File: config.mk
export PLATFORM = sky130hd
export DESIGN_NAME = seq_det_ctrl
export DESIGN_NICKNAME = d
export VERILOG_FILES = /design/src/rtl/seq_det_ctrl.sv
export SDC_FILE = /design/constraint.sdc
export NUM_CORES = 1
export LEC_CHECK = 0
export CORE_MARGIN = 5
export CORE_UTILIZATION = 53
export DETAILED_ROUTE_END_ITERATION = 6
export PLACE_DENSITY_LB_ADDON = 0.08
export SYNTH_ARGS = -nofsm -noshare
export SYNTH_HDL_FRONTEND = slang
export SYNTH_SLANG_ARGS = --single-unit
File: constraint.sdc
create_clock -name clk -period 3.25 [get_ports clk]
set_clock_uncertainty 0.15 [all_clocks]
set_input_delay 0.65 -clock clk [delete_from_list [all_inputs] [get_ports clk]]
set_output_delay 0.65 -clock clk [all_outputs]
set_load 0.005 [all_outputs]
File: src/rtl/seq_det_ctrl.sv
// Programmable serial pattern-detection controller.
// Parallel words arrive over valid/ready and are shifted MSB-first into a
// history register. The history is compared against a runtime pattern of
// 1..PAT_W bits. Matches are counted (saturating), and a sticky irq fires
// when the count reaches a programmable threshold.
module seq_det_ctrl #(
  parameter int DATA_W = 8,
  parameter int PAT_W  = 8,
  parameter int CNT_W  = 8,
  localparam int LEN_W = $clog2(PAT_W) + 1,
  localparam int IDX_W = (DATA_W > 1) ? $clog2(DATA_W) : 1
) (
  input  logic              clk,
  input  logic              rst,
  input  logic              cfg_we,
  input  logic [PAT_W-1:0]  cfg_pattern,
  input  logic [LEN_W-1:0]  cfg_len,
  input  logic              cfg_overlap,
  input  logic [CNT_W-1:0]  cfg_thresh,
  input  logic              start,
  input  logic              stop,
  input  logic              irq_clr,
  input  logic              in_valid,
  input  logic [DATA_W-1:0] in_data,
  output logic              in_ready,
  output logic              sin_out,
  output logic              match,
  output logic [CNT_W-1:0]  match_cnt,
  output logic              irq,
  output logic              busy
);

  typedef enum logic [1:0] {IDLE, WAIT, SHIFT} state_t;

  state_t             state, state_nxt;
  logic [DATA_W-1:0]  sreg;
  logic [PAT_W-1:0]   hist;
  logic [LEN_W-1:0]   fill;
  logic [IDX_W-1:0]   bit_idx;
  logic [PAT_W-1:0]   pat_q;
  logic [LEN_W-1:0]   len_q;
  logic               ovl_q;
  logic [CNT_W-1:0]   thr_q;

  logic               handshake;
  logic               last_bit;
  logic               shift_en;
  logic               start_run;
  logic               load;
  logic [PAT_W-1:0]   hist_nxt;
  logic [LEN_W-1:0]   fill_nxt;
  logic [PAT_W-1:0]   len_mask;
  logic               match_nxt;
  logic               cnt_max;
  logic [CNT_W-1:0]   cnt_inc;

  // Length 0 behaves as 1; anything longer than the history is clamped.
  function automatic logic [LEN_W-1:0] clamp_len(input logic [LEN_W-1:0] l);
    if (l == '0)
      return LEN_W'(1);
    else if (l > LEN_W'(PAT_W))
      return LEN_W'(PAT_W);
    else
      return l;
  endfunction

  // Fill level saturates at the history width.
  function automatic logic [LEN_W-1:0] sat_fill(input logic [LEN_W-1:0] f);
    if (f >= LEN_W'(PAT_W))
      return LEN_W'(PAT_W);
    else
      return f + LEN_W'(1);
  endfunction

  assign handshake = in_valid & in_ready;
  assign last_bit  = (bit_idx == IDX_W'(DATA_W - 1));
  // stop discards any bit that would otherwise be shifted this edge
  assign shift_en  = (state == SHIFT) & ~stop;
  assign start_run = (state == IDLE) & start & ~stop;
  assign load      = (state != IDLE) & handshake & ~stop;
  assign hist_nxt  = {hist[PAT_W-2:0], sreg[DATA_W-1]};
  assign fill_nxt  = sat_fill(fill);
  assign cnt_max   = &match_cnt;
  assign cnt_inc   = match_cnt + CNT_W'(1);

  // Mask selecting the low len_q bits of history and pattern.
  always_comb begin
    len_mask = '0;
    for (int i = 0; i < PAT_W; i++)
      len_mask[i] = (LEN_W'(i) < len_q);
  end

  // Match is judged on the history as it will look after this edge's shift.
  assign match_nxt = shift_en & (fill_nxt >= len_q) &
                     (((hist_nxt ^ pat_q) & len_mask) == '0);

  // State register.
  always_ff @(posedge clk or negedge rst) begin
    if (!rst)
      state <= IDLE;
    else
      state <= state_nxt;
  end

  // Next-state logic; stop always takes priority.
  always_comb begin
    state_nxt = state;
    case (state)
      IDLE:  if (start && !stop) state_nxt = WAIT;
      WAIT:  if (stop) state_nxt = IDLE;
             else if (handshake) state_nxt = SHIFT;
      SHIFT: if (stop) state_nxt = IDLE;
             else if (last_bit && !handshake) state_nxt = WAIT;
      default: state_nxt = IDLE;
    endcase
  end

  // Moore-style outputs; in_ready opens on the last bit for gap-free streaming.
  always_comb begin
    in_ready = 1'b0;
    busy     = (state != IDLE);
    case (state)
      WAIT:    in_ready = 1'b1;
      SHIFT:   in_ready = last_bit;
      default: in_ready = 1'b0;
    endcase
  end

  // Configuration registers, writable only while idle.
  always_ff @(posedge clk or negedge rst) begin
    if (!rst) begin
      pat_q <= '0;
      len_q <= '0;
      ovl_q <= 1'b0;
      thr_q <= '0;
    end else if (state == IDLE && cfg_we) begin
      pat_q <= cfg_pattern;
      len_q <= clamp_len(cfg_len);
      ovl_q <= cfg_overlap;
      thr_q <= cfg_thresh;
    end
  end

  // Serialiser: word load, MSB-first shift and bit position.
  always_ff @(posedge clk or negedge rst) begin
    if (!rst) begin
      sreg    <= '0;
      bit_idx <= '0;
      sin_out <= 1'b0;
    end else begin
      if (load) begin
        sreg    <= in_data;
        bit_idx <= '0;
      end else if (shift_en) begin
        sreg    <= sreg << 1;
        bit_idx <= bit_idx + IDX_W'(1);
      end
      if (shift_en)
        sin_out <= sreg[DATA_W-1];
    end
  end

  // Detector history, fill level and registered match pulse.
  always_ff @(posedge clk or negedge rst) begin
    if (!rst) begin
      hist  <= '0;
      fill  <= '0;
      match <= 1'b0;
    end else begin
      match <= match_nxt;
      if (start_run) begin
        hist <= '0;
        fill <= '0;
      end else if (shift_en) begin
        hist <= hist_nxt;
        // Non-overlapping mode must see a fresh len bits before the next hit.
        fill <= (match_nxt && !ovl_q) ? '0 : fill_nxt;
      end
    end
  end

  // Saturating match counter and sticky threshold interrupt.
  always_ff @(posedge clk or negedge rst) begin
    if (!rst) begin
      match_cnt <= '0;
      irq       <= 1'b0;
    end else if (start_run) begin
      match_cnt <= '0;
      irq       <= 1'b0;
    end else begin
      if (match_nxt && !cnt_max)
        match_cnt <= cnt_inc;
      if (match_nxt && !cnt_max && thr_q != '0 && cnt_inc == thr_q)
        irq <= 1'b1;
      else if (irq_clr)
        irq <= 1'b0;
    end
  end

endmodule

Word level (Yosys, flattened, before mapping)
Cells that the tools add are included.
{ "totals": {"register_bits": 56, "in_bits": 36, "word_cells": 91} }
{ "op_classes": {"addsub": 3, "mux": 24, "bitwise": 11, "order_cmp": 11, "n_eq_ne": 7, "reduce_logical": 22} }
{ "ops": {"columns": ["cell", "count"], "rows": [
  ["2-to-1 mux 8 bit", 4],
  ["2-to-1 mux 4 bit", 6],
  ["less-than comparator 3 x 4 -> 1 bit, first input constant", 4],
  ["2-to-1 mux 7 bit", 2],
  ["2-to-1 mux 2 bit", 5],
  ["adder 8 x 1 -> 8 bit, second input constant", 1],
  ["AND 1 bit", 8],
  ["AND 8 bit", 1],
  ["== test 8 bit", 1],
  ["zero test 8 bit", 1],
  ["less-than comparator 1 x 4 -> 1 bit, first input constant", 2],
  ["less-than comparator 2 x 4 -> 1 bit, first input constant", 2],
  ["AND reduction 8 bit", 1],
  ["nonzero test 2 bit", 4],
  ["nonzero test 8 bit", 1],
  ["bitwise XOR 8 bit", 1],
  ["logical AND 1 bit", 7],
  ["2-to-1 mux 3 bit", 2],
  ["one-hot mux 2 bit (3 select lines)", 1],
  ["adder 4 x 1 -> 4 bit, second input constant", 1],
  [">= comparator 4 bit", 1],
  [">= comparator 4 bit, second input constant", 1],
  ["> comparator 4 bit, second input constant", 1],
  ["zero test 1 bit", 4],
  ["other kinds (14)", 16]
]} }

Depth between registers and ports, before layout
{ "logic_depth": {"depth_word": 10, "depth_mapped": 10, "depth_no_buf": 10} }

Worst setup path after synthesis
No wires, ideal clock.
{ "synth_path": {"path_kind": "register to register", "start": "register fill[0]", "end": "register match_cnt[7]", "stages_incl_launch_ff": 11, "t_arrival_ns": 2.539, "path_slack_ns": 0.483, "period_less_slack_ns": 2.767, "required_ns": 3.022, "path_cell_list": "dfrtp_1 > ha_1 > xnor2_1 > nor2_1 > ha_1 > o21ai_0 > a222oi_1 > o2111ai_2 > or3_1 > or3_1 > a21oi_1"} }
{ "synth_between": {"elab_chain_len": 7, "elab_cells_between_ends": 8} }
{ "synth_lines": {"columns": ["element", "line", "source"], "rows": [
  ["from (decl)", "38", "logic [LEN_W-1:0] fill;"],
  ["from (signal assigned)", "177", "fill <= (match_nxt && !ovl_q) ? '0 : fill_nxt;"],
  ["adder 4 x 1 -> 4 bit / >= comparator 4 bit (equally long branches)", "72, 69", null],
  ["2-to-1 mux 4 bit (*)", "69", "if (f >= LEN_W'(PAT_W))"],
  [">= comparator 4 bit (*)", "94", "assign match_nxt = shift_en & (fill_nxt >= len_q) &"],
  ["AND 1 bit (*) (2 in a row)", "94", null],
  ["logical AND 1 bit (*)", "191", "if (match_nxt && !cnt_max)"],
  ["nonzero test 2 bit (no source line) (*)", null, null],
  ["to (signal assigned)", "192", "match_cnt <= cnt_inc;"],
  ["to (decl)", "28", "output logic [CNT_W-1:0] match_cnt,"]
]} }
Every way passes the cells marked *; elsewhere a longest branch is shown, timed or not.
A chain may end at the register's enable or synchronous reset.

Worst setup path in the final report
Same ends and word-level chain as after synthesis.

==> flow_metrics.py <==
metrics = {
    "floorplan": {
        "die_x_um": 84.3,
        "die_y_um": 84.3,
        "initial_utilization_pct": 53.8,
        "num_rows": 27,
        "ios": 49,
        "dieArea_sq_um": 7100,
        "core_area_sq_um": 5440,
    },
    "global_route": {
        "grt_antenna_before_repair": 0,
        "track_usage_pct": 18.7,
        "grt.overflow.total": 0,
        "grt_max_degree": 37,
        "grt_pass1_vias": 2207,
        "grt_pass1_wl_um": 10800,
    },
    "sta": {
        "final_max_slew_viol_count": 0,
        "worst_slew_pin_slew_ns": 1.14,
        "slew_headroom_pct": 23.0,
        "period_needed_ns": 2.99,
        "setup_ws_ns": 0.264,
        "timing.fmax_mhz": 335,
        "setup_viol_count_final": 0,
        "min_period_over_period_pct": 91.9,
        "rsz0062_at_grt": "no",
        "hold_viol_final": 0,
        "tns_ns": 0,
    },
    "route": {
        "wl_um": 6290,
        "highest_layer": "met4",
        "post_drt_wl_per_cell_um": 15.2,
        "wl_met3_um": 255,
        "wirelength_met1_um": 3020,
        "vias": 2249,
        "wl_met2_um": 2940,
        "ant_nets": 0,
        "drtIter0Drc": 142,
        "viasPerCell": 5.42,
        "drc": 0,
        "firstDrtPassIters": 4,
    },
    "pwr": {
        "power_density_nw_per_um2": 685,
        "clockPowerShare_pct": 15.8,
        "combPwrFrac_pct": 38.7,
        "finalPower_mw": 2.47,
        "ir_drop_mv": 0.428,
        "p_seq_share_pct": 45.5,
        "intPower_mw": 1.58,
        "leakage_nw": 1.53,
        "p_sw_mw": 0.895,
        "switching_share_pct": 36.2,
    },
    "cts": {
        "cts_tree": "done",
        "insertion_delay_ns": 0.31,
        "path_clk_slew_ns": 0.11,
        "htree_levels": 2,
        "cts_hold_buffers": 0,
        "cts_resized": 0,
        "cts_root_buf": "clkbuf_8",
        "cts_sinks": 56,
        "postCtsSetupBuffers": 0,
        "cts_buffer_depth": 2,
        "numCtsBuffers": 5,
    },
    "outcome": {
        "status": "finished clean",
    },
    "yosys": {
        "synth_seq_cells": 56,
        "synth_edf_count": 0,
        "synth_flop_cell": "dfrtp_1",
        "syn_area_sq_um": 2930,
        "ys_top_cells_by_count": "56 x dfrtp_1, 37 x nand2_1, 19 x a21oi_1, 19 x mux2_2, 18 x o21ai_0",
        "synth_top_area_share_pct": 47.9,
        "synth_cell_types": 47,
        "synth_seq_area_share_pct": 47.9,
        "avgSynthCellArea_sq_um": 10.2,
        "synth_cells": 288,
        "synth-async-reset-ratio_pct": 100,
        "yosysTopAreaCell": "dfrtp_1",
        "synthMostInstantiatedCell": "dfrtp_1",
        "synth.area.top_cells": "dfrtp_1 48%, mux2_2 7.3%, ha_1 5.6%",
        "synth.net_count": 337,
        "ys.warnings.count": 0,
    },
    "cells_and_area": {
        "num-nets-final": 391,
        "fillers": 474,
        "areaGrowthSynthToFinish_pct": 23.3,
        "drive_gt1_share_pct": 12.5,
        "n_antenna_cell": 0,
    },
    "run": {
        "drv_cap": 0,
    },
    "setup_path": {
        "worst_setup_path_start_kind": "flip-flop",
        "worst_setup_path_end_kind": "flip-flop",
        "required_ns": 3.34,
        "worstPathArrival_ns": 3.07,
        "crit_fanout": 6,
        "crit_type": "flip-flop to flip-flop",
    },
    "worst_hold_path": {
        "hold_class": "input pin to asynchronous set/reset pin",
    },
    "place": {
        "post-dp-hpwl_um": 4670,
        "place_congestion": 0.825,
        "place_ws_ns": 0.308,
        "port_buffers": 48,
    },
}
==> path summary, 6_finish.rpt <==
path                       startpoint  slack, ns  cells after the start           end
max in group asynchronous         rst       2.00                      2      thr_q[7]
hold reg to reg               sin_out       0.35                      2       sin_out
min in group clk              sin_out       0.35                      2       sin_out
setup / recovery              fill[0]       0.26                     10  match_cnt[7]
hold / removal                    rst       0.13                      1  match_cnt[2]
setup reg to reg              fill[0]       0.26                     10  match_cnt[7]
==> metrics by stage <==
| stage | util [%] | std cells | instance area [sq um] | hold WS (ns) |
|---|---|---|---|---|
| floorplan | - | 288 | 2930 | 0.204 |
| global placement | 64.6 | 407 | 3510 | 0.321 |
| detailed placement | 64.6 | 407 | 3510 | 0.322 |
| CTS | 66.3 | 415 | 3610 | 0.135 |
| global route | 66.3 | 415 | 3610 | 0.162 |
| finish | 66.3 | 415 | 3610 | 0.128 |
==> registers in the layout, indices dropped and copies added, names as in the netlist, 2 cells and up <==
| register | flops |
|---|---|
| bit_idx | 3 |
| fill | 4 |
| hist | 7 |
| len_q | 4 |
| match_cnt | 8 |
| pat_q | 8 |
| sreg | 8 |
| state | 2 |
| thr_q | 8 |
==> cell usage in the layout (no fill, tap or decap), types with 9 or more instances in the layout <==
cell type         n
mux2_2           19
o21ai_0          18
inv_1            11
buf_4             9
nand2_1          37
xnor2_1          16
nor2_1           15
clkdlybuf4s50_1  47
dfrtp_1          56
a21oi_1          19
ha_1             13
==> critical path, cell delays in order, from the launching register on <==
cell,delay (ns)
dfrtp_1,0.43
ha_1,0.23
xnor2_1,0.15
nor2_1,0.08
ha_1,0.27
o21ai_0,0.07
a222oi_1,0.37
o2111ai_2,0.25
or3_1,0.43
or3_1,0.36
a21oi_1,0.14
==> power groups by stage <==
stage	Sequential (mW)	Combinational [mW]	Clock, mW
floorplan	1.07	0.732	0
global placement	1.13	0.946	0
detailed placement	1.14	0.962	0
CTS	1.12	0.965	0.397
global route	1.16	1.08	0.429
finish	1.12	0.956	0.391
==> layout make-up <==
cell class              count  area (sq um)  area share (%)
inverters                  11          41.3            1.15
well taps                  72          90.1            2.50
repair buffers             57           543            15.1
clock inverters             3          23.8           0.659
flip-flops and latches     56          1400            38.9
multi-input cells         211          1440            39.9
clock buffers               5          68.8            1.91
==> logic make-up after synthesis <==
logic type | after synthesis | synth area share, %
adder cells (fa/ha/maj) | 13 | 5.56
flip-flops | 56 | 47.9
buffers and inverters | 21 | 2.95
AO/OA/AOI/OAI | 63 | 14.0
XOR/XNOR | 22 | 6.59
multiplexers | 19 | 7.31
AND/OR/NAND/NOR | 94 | 15.7
==> routing by layer <==
layer  GRT usage (%)  vias up
li1                -     1127
met1            26.3     1067
met2            30.0       50
met3            3.24        5
met4            4.82        0
met5               0        -
Power figures use the tool's default switching activity.
